$ cat config.mk
export PLATFORM = sky130hd
export DESIGN_NAME = divider_flat
export DESIGN_NICKNAME = d
export VERILOG_FILES = /design/src/rtl/common.sv /design/src/rtl/divider_if.sv /design/src/rtl/div_iter.sv /design/src/rtl/divider.sv /design/src/flat_wrapper.sv
export SDC_FILE = /design/constraint.sdc
export NUM_CORES = 1
export LEC_CHECK = 0
export BUFFER_PORTS_ARGS = -buffer_cell sky130_fd_sc_hd__buf_2
export CELL_PAD_IN_SITES_DETAIL_PLACEMENT = 1
export CELL_PAD_IN_SITES_GLOBAL_PLACEMENT = 1
export CORE_UTILIZATION = 37
export DETAILED_ROUTE_END_ITERATION = 6
export GPL_ROUTABILITY_DRIVEN = 0
export PLACE_DENSITY_LB_ADDON = 0.15
export SYNTH_ARGS = -nofsm -noshare
export SYNTH_HDL_FRONTEND = slang
export SYNTH_SLANG_ARGS = --single-unit
$ cat constraint.sdc
create_clock -name clk -period 8.8 [get_ports clk]
set_input_delay 1.76 -clock clk [delete_from_list [all_inputs] [get_ports clk]]
set_output_delay 1.76 -clock clk [all_outputs]
set_load 0.05 [all_outputs]
$ cat src/rtl/common.sv
// Shared types for the integer divider: operation codes, data word and FSM state.
package common;

    localparam int unsigned XLEN = 64;

    typedef logic [XLEN-1:0] word_t;

    typedef enum logic [1:0] {
        ALU_DIV,
        ALU_DIVU,
        ALU_REM,
        ALU_REMU
    } alufunc_t;

    typedef enum logic [1:0] {
        DivIdle,
        DivBusy,
        DivFix,
        DivDone
    } div_state_t;

    function automatic logic is_signed_op(alufunc_t f);
        return (f == ALU_DIV) || (f == ALU_REM);
    endfunction

    function automatic logic is_rem_op(alufunc_t f);
        return (f == ALU_REM) || (f == ALU_REMU);
    endfunction

    function automatic word_t sext32(logic [31:0] v);
        return {{32{v[31]}}, v};
    endfunction

    function automatic word_t ext32(logic [31:0] v, logic sgn);
        return sgn ? sext32(v) : {32'b0, v};
    endfunction

    // Final result selection; special cases override the iterative datapath.
    function automatic word_t div_result(logic rem, logic is_w, logic div0, logic ovf,
                                         word_t a_eff, word_t quot, word_t remd,
                                         logic q_neg, logic r_neg);
        word_t raw;
        if (div0) begin
            raw = rem ? a_eff : '1;
        end else if (ovf) begin
            raw = rem ? '0 : a_eff;
        end else if (rem) begin
            raw = r_neg ? -remd : remd;
        end else begin
            raw = q_neg ? -quot : quot;
        end
        return is_w ? sext32(raw[31:0]) : raw;
    endfunction

endpackage

$ cat src/rtl/divider_if.sv
// Request/response bundle between the execute stage and the divider.
interface divider_if;

    logic            valid_in;
    logic            ready_out;
    logic            flush;
    common::alufunc_t func;
    logic            is_w;
    common::word_t   a;
    common::word_t   b;
    logic            done;
    common::word_t   result;

    modport master (
        output valid_in, flush, func, is_w, a, b,
        input  ready_out, done, result
    );

    modport slave (
        input  valid_in, flush, func, is_w, a, b,
        output ready_out, done, result
    );

endinterface

$ cat src/rtl/div_iter.sv
// Unsigned restoring shift-subtract divider, one quotient bit per step.
module div_iter
    import common::*;
(
    input  logic  clk,
    input  logic  load_i,
    input  logic  step_i,
    input  logic  is_w_i,
    input  word_t dividend_i,
    input  word_t divisor_i,
    output word_t quot_o,
    output word_t rem_o
);

    word_t       quot_q, quot_d;
    word_t       rem_q, rem_d;
    word_t       divisor_q, divisor_d;
    logic [64:0] trial;

    always_comb begin
        quot_d    = quot_q;
        rem_d     = rem_q;
        divisor_d = divisor_q;
        // Bit 64 set means the partial remainder was smaller than the divisor.
        trial     = {rem_q, quot_q[63]} - {1'b0, divisor_q};
        if (load_i) begin
            quot_d    = is_w_i ? {dividend_i[31:0], 32'b0} : dividend_i;
            rem_d     = '0;
            divisor_d = divisor_i;
        end else if (step_i) begin
            if (!trial[64]) begin
                rem_d  = trial[63:0];
                quot_d = {quot_q[62:0], 1'b1};
            end else begin
                rem_d  = {rem_q[62:0], quot_q[63]};
                quot_d = {quot_q[62:0], 1'b0};
            end
        end
    end

    always_ff @(posedge clk) begin
        quot_q    <= quot_d;
        rem_q     <= rem_d;
        divisor_q <= divisor_d;
    end

    assign quot_o = quot_q;
    assign rem_o  = rem_q;

endmodule

$ cat src/rtl/divider.sv
// Multi-cycle 64-bit divider: FSM, sign handling and special cases around div_iter.
// DIV_FAST_SPECIAL_EN: divide-by-zero and signed overflow complete 1 cycle after accept.
module divider
    import common::*;
#(
    parameter int unsigned XLEN = 64
) (
    input logic       clk,
    input logic       reset,
    divider_if.slave  bus
);

`ifdef DIV_FAST_SPECIAL_EN
    localparam bit FastSpecial = 1'b1;
`else
    localparam bit FastSpecial = 1'b0;
`endif

    div_state_t state_q;
    logic       ready_q, done_q;
    word_t      result_q;
    logic [5:0] cnt_q;
    logic       rem_q, is_w_q, div0_q, ovf_q, q_neg_q, r_neg_q;
    word_t      a_eff_q;

    logic       sgn_in, rem_in, a_neg, b_neg, div0_in, ovf_in, accept, fast;
    word_t      a_eff, b_eff, mag_a, mag_b, min_neg, fast_res, fix_res;
    word_t      quot, remd;
    logic [5:0] last_step;

    always_comb begin
        sgn_in   = is_signed_op(bus.func);
        rem_in   = is_rem_op(bus.func);
        a_eff    = bus.is_w ? ext32(bus.a[31:0], sgn_in) : bus.a;
        b_eff    = bus.is_w ? ext32(bus.b[31:0], sgn_in) : bus.b;
        a_neg    = sgn_in & a_eff[63];
        b_neg    = sgn_in & b_eff[63];
        mag_a    = a_neg ? -a_eff : a_eff;
        mag_b    = b_neg ? -b_eff : b_eff;
        min_neg  = bus.is_w ? sext32(32'h8000_0000) : {1'b1, 63'b0};
        div0_in  = (b_eff == '0);
        ovf_in   = sgn_in & (b_eff == '1) & (a_eff == min_neg);
        accept   = bus.valid_in & ready_q & ~bus.flush;
        fast     = FastSpecial & (div0_in | ovf_in);
        fast_res = div_result(rem_in, bus.is_w, div0_in, ovf_in, a_eff, '0, '0, 1'b0, 1'b0);
        fix_res  = div_result(rem_q, is_w_q, div0_q, ovf_q, a_eff_q, quot, remd,
                              q_neg_q, r_neg_q);
        last_step = is_w_q ? 6'(XLEN / 2 - 1) : 6'(XLEN - 1);
    end

    div_iter u_iter (
        .clk        (clk),
        .load_i     (accept),
        .step_i     (state_q == DivBusy),
        .is_w_i     (bus.is_w),
        .dividend_i (mag_a),
        .divisor_i  (mag_b),
        .quot_o     (quot),
        .rem_o      (remd)
    );

    always_ff @(posedge clk) begin
        if (reset) begin
            state_q  <= DivIdle;
            ready_q  <= 1'b1;
            done_q   <= 1'b0;
            result_q <= '0;
            cnt_q    <= '0;
            rem_q    <= 1'b0;
            is_w_q   <= 1'b0;
            div0_q   <= 1'b0;
            ovf_q    <= 1'b0;
            q_neg_q  <= 1'b0;
            r_neg_q  <= 1'b0;
            a_eff_q  <= '0;
        end else begin
            done_q <= 1'b0;
            if (bus.flush) begin
                state_q <= DivIdle;
                ready_q <= 1'b1;
            end else begin
                unique case (state_q)
                    DivIdle, DivDone: begin
                        if (accept) begin
                            rem_q   <= rem_in;
                            is_w_q  <= bus.is_w;
                            div0_q  <= div0_in;
                            ovf_q   <= ovf_in;
                            q_neg_q <= a_neg ^ b_neg;
                            r_neg_q <= a_neg;
                            a_eff_q <= a_eff;
                            cnt_q   <= '0;
                            if (fast) begin
                                state_q  <= DivDone;
                                ready_q  <= 1'b1;
                                done_q   <= 1'b1;
                                result_q <= fast_res;
                            end else begin
                                state_q <= DivBusy;
                                ready_q <= 1'b0;
                            end
                        end else begin
                            state_q <= DivIdle;
                            ready_q <= 1'b1;
                        end
                    end
                    DivBusy: begin
                        cnt_q <= cnt_q + 6'd1;
                        if (cnt_q == last_step) begin
                            state_q <= DivFix;
                        end
                    end
                    DivFix: begin
                        state_q  <= DivDone;
                        ready_q  <= 1'b1;
                        done_q   <= 1'b1;
                        result_q <= fix_res;
                    end
                    default: begin
                        state_q <= DivIdle;
                        ready_q <= 1'b1;
                    end
                endcase
            end
        end
    end

    assign bus.ready_out = ready_q;
    assign bus.done      = done_q;
    assign bus.result    = result_q;

endmodule

$ cat src/flat_wrapper.sv
// flat-port wrapper written by rule: the top's interface ports become plain ports
module divider_flat import common::*;
#(
    parameter int unsigned XLEN = 64
)
  (clk, reset, bus_valid_in, bus_flush, bus_func, bus_is_w, bus_a, bus_b, bus_ready_out, bus_done, bus_result);
  divider_if bus_i ();
  input logic clk;
  input logic reset;
  input wire logic [$bits(bus_i.valid_in)-1:0] bus_valid_in;
  input wire logic [$bits(bus_i.flush)-1:0] bus_flush;
  input wire logic [$bits(bus_i.func)-1:0] bus_func;
  input wire logic [$bits(bus_i.is_w)-1:0] bus_is_w;
  input wire logic [$bits(bus_i.a)-1:0] bus_a;
  input wire logic [$bits(bus_i.b)-1:0] bus_b;
  output wire logic [$bits(bus_i.ready_out)-1:0] bus_ready_out;
  output wire logic [$bits(bus_i.done)-1:0] bus_done;
  output wire logic [$bits(bus_i.result)-1:0] bus_result;
  assign bus_i.valid_in = bus_valid_in;
  assign bus_i.flush = bus_flush;
  assign bus_i.func = bus_func;
  assign bus_i.is_w = bus_is_w;
  assign bus_i.a = bus_a;
  assign bus_i.b = bus_b;
  assign bus_ready_out = bus_i.ready_out;
  assign bus_done = bus_i.done;
  assign bus_result = bus_i.result;
  divider #(.XLEN(XLEN)) u_core (.clk(clk), .reset(reset), .bus(bus_i));
endmodule
==> results by group <==
Placed design
  • Cell area after placement: 26250 um^2
  • Port bufs: 200
  • Placement Setup Slack: 3229 ps
  • Final HPWL DP: 81.03 mm

Power and ir drop
  • Clock power share: 38.7%
  • Leakage: 10.44 nW
  • Pwr dens: 177.8 nW/um^2
  • Fraction of power consumed by sequential logic: a little under two fifths
  • Cell-internal power: about 0.0033 W
  • Post-layout power: 0.004942 W
  • Psw: ~0.0017 W
  • Power share of the combinational group: 23.7%
  • Max rail drop VDD: 0.1301 mV
  • Switching Fraction: about 34%

Synth
  • Leading area contributor after synthesis: dfxtp_1
  • Distinct cells, synth: 76
  • Post-Syn Instances: 3243
  • Most instantiated cells after synthesis: 381 x nand2_1, 380 x a21oi_1, 352 x o21ai_0, 311 x nor2_1, 208 x dfxtp_1
  • Most used standard cell by instance count after synthesis: nand2_1
  • Mapped Area: 24700 um^2
  • YS warnings: 0
  • Area contributors post-synth: dfxtp_1 17%, edfxtp_1 16%, a21oi_1 7.7%, o21ai_0 7.1%, xnor2_1 5.9%
  • Post-synth top area share: between 10% and 20%
  • FFs w/ async S/R, synth: 0%
  • Seq/Total Area, Yosys: approximately a third
  • Main synth FF type: dfxtp_1
  • Yosys reg bits: between 300 and 400
  • Mapped Avg Cell Area: approximately 7.6 um^2
  • Mapped Nets: around 3.5k
  • Post-synth EDFFs: 128

STA
  • Worst-Margin Slew: 1074 ps
  • Final WS setup: around 3700 ps
  • Max Slew Vio Count: 0
  • Final setup vio count: 0
  • Total Neg Setup Slack: 0 ps
  • Slew headroom: 26.53%
  • Final hold slack: approximately 460 ps
  • RSZ-0062 raised after global routing: false
  • Fmax: 0.1957 GHz
  • Final hold vios: 0
  • Minimum clock period: 5110 ps
  • Final Cycle Share: between 50% and 60%
  • Setup Skew: 26.56 ps

Routing
  • Drc violations: 0
  • Drt pass-1 iters: 5
  • Routed via count: 25.52k
  • Final ANT Viol Nets: 0
  • Routed wire per std cell: 25.09 um
  • DR iter-0 viols: 2603
  • Vias per inst: approximately 6
  • Routed WL: 105.3 mm

Clock network
  • Post_cts resized: 0
  • # hold bufs at CTS: 0
  • CTS tree: built
  • Clock root cell: clkbuf_16
  • # clock sinks: around 340
  • Num CTS Buffers: 44
  • Clk Latency, worst-skew pair: around 600 ps
  • H-tree levels: 2
  • CTS max path bufs: 3
  • Setup bufs post-CTS: 0
  • Reg clk slew, reported paths: 60 ps

Floorplanning
  • Die width: roughly 260 um
  • Full die area: 67800 um^2
  • # IOs: between 200 and 250
  • Die Ht: 260.4 um
  • Std-Cell Rows: 94
  • Core area: 65860 um^2
  • Initial core utilization: 37.51%

Global routing
  • GRT Total Usage: 30.58%
  • Vias in the first global route: between 20k and 25k
  • Antenna violations before repair: 2
  • Grt ovf: 0
  • Pin count of the biggest net entering global routing: ~110
  • Wire length of the first global-routing pass: 158.1 mm

Worst setup path
  • Max FO, Critical Path: 110
  • Critical path data required time: 9260 ps
  • Startpoint Class: flop
  • Worst R2R Start: u_core.u_iter.rem_o[0]$_SDFFE_PP0P_
  • Worst Setup End Kind: flop
  • Crit path DAT: 5570 ps
  • Worst Setup Path Type: flop to flop
  • CP Launch Point: u_core.u_iter.rem_o[0]$_SDFFE_PP0P_

Cells and area
  • Fillers: ~8.1k
  • # nets final: about 3.5k
  • Share of layout cells above drive strength 1: approximately 11%
  • Layout area overhead: 12.49%
  • Register area: 8019 um^2
  • Final instance area: 27790 um^2
  • Multi-input logic area: 15490 um^2
  • N_diodes: 0

Hold path
  • Worst hold path type: flop to flop
  • Worst Min Path Start: u_core.bus.result[51]$_SDFFE_PP0P_

Flow run
  • Max_cap viols: 0

Status
  • Status: finished clean
final timing paths:
check	slack [ps]	end	depth (start not counted)
worst max-delay path	3690	u_core.u_iter.rem_o[18]$_SDFFE_PP0P_	14
worst min-delay path	460	u_core.bus.result[51]$_SDFFE_PP0P_	2
worst max register to register	3690	u_core.u_iter.rem_o[18]$_SDFFE_PP0P_	14
worst min register to register	460	u_core.bus.result[51]$_SDFFE_PP0P_	2
per-stage QoR:
stage / util [%] / std cells
detailed placement: 39.85 / 4117
CTS: 42.19 / 4199
finish: 42.19 / 4199
global placement: 39.85 / 4117
floorplan: - / 3243
global route: 42.19 / 4199
kinds of logic after synthesis:
family | synth area share [%]
adders and majority gates | 3.778
xor gates and xnor gates | 10.35
DFF | 32.41
and+or+nand+nor | 19.70
muxes | 2.294
buffers and inverters | 5.019
AOI/OAI and AO/OA | 26.44
worst max-delay path, stage by stage (launching register included):
cell,delay (ps)
dfxtp_1,450
inv_1,210
fa_1,470
nand2b_1,200
a211oi_1,290
o21bai_1,200
a2111oi_0,950
o211ai_1,340
a21bo_2,300
o21a_1,180
o211ai_1,270
buf_12,430
mux2_2,390
mux2i_1,130
nor2_1,60
power groups by stage:
stage	clock network, W	logic, W	registers (W)
3_5_place_dp	0	0.00114	0.00188
3_3_place_gp	0	0.00112	0.00188
2_1_floorplan	0	0.000743	0.00183
6_report	0.00191	0.00117	0.00186
4_1_cts	0.00194	0.00115	0.00185
5_1_grt	0.00199	0.00127	0.00186
placed cells by master, fill, tap and decap left out, types with 17 or more instances in the layout:
cell type / count
clkbuf_16: 47
a211oi_1: 83
inv_1: 108
or4_1: 25
nand2b_1: 32
nor4_1: 50
o21ai_0: 352
dfxtp_1: 203
nor2_1: 308
a21oi_1: 379
mux2_2: 21
a31oi_1: 20
nand4_1: 31
a21o_1: 38
ha_1: 72
mux2i_1: 33
nor3_1: 73
nand2_1: 380
o21bai_1: 18
buf_4: 30
o41ai_1: 24
or3_1: 32
xnor2_1: 166
nand3_1: 42
buf_2: 198
o211ai_1: 17
o31ai_1: 59
xor2_1: 126
nor2b_1: 22
edfxtp_1: 128
cell type report:
class | instances | area share [%]
repair buffers | 229 | 4.448
clock inverters | 20 | 0.7879
well taps | 864 | 3.890
clock buffers | 62 | 4.759
flip-flops and latches | 336 | 28.86
multi-input cells | 2577 | 55.76
inverters | 111 | 1.504
flip-flops by register name, indices dropped and copies added (netlist names), 2 cells and up:
name                     cells
u_core.u_iter.quot_o        64
u_core.state_q               2
u_core.a_eff_q              64
u_core.bus.result           64
u_core.u_iter.divisor_q     64
u_core.u_iter.rem_o         64
u_core.cnt_q                 6
routing by layer:
| metal | vias up | track usage [%] | routed length, um |
|---|---|---|---|
| li1 | 11800 | - | - |
| met1 | 12700 | 45.80 | 49980 |
| met2 | 891 | 45.32 | 45040 |
| met3 | 124 | 4.555 | 7738 |
| met4 | 2 | 7.765 | 2568 |
| met5 | - | 0 | 13 |
Note: power is estimated with default switching activity, not from simulation.
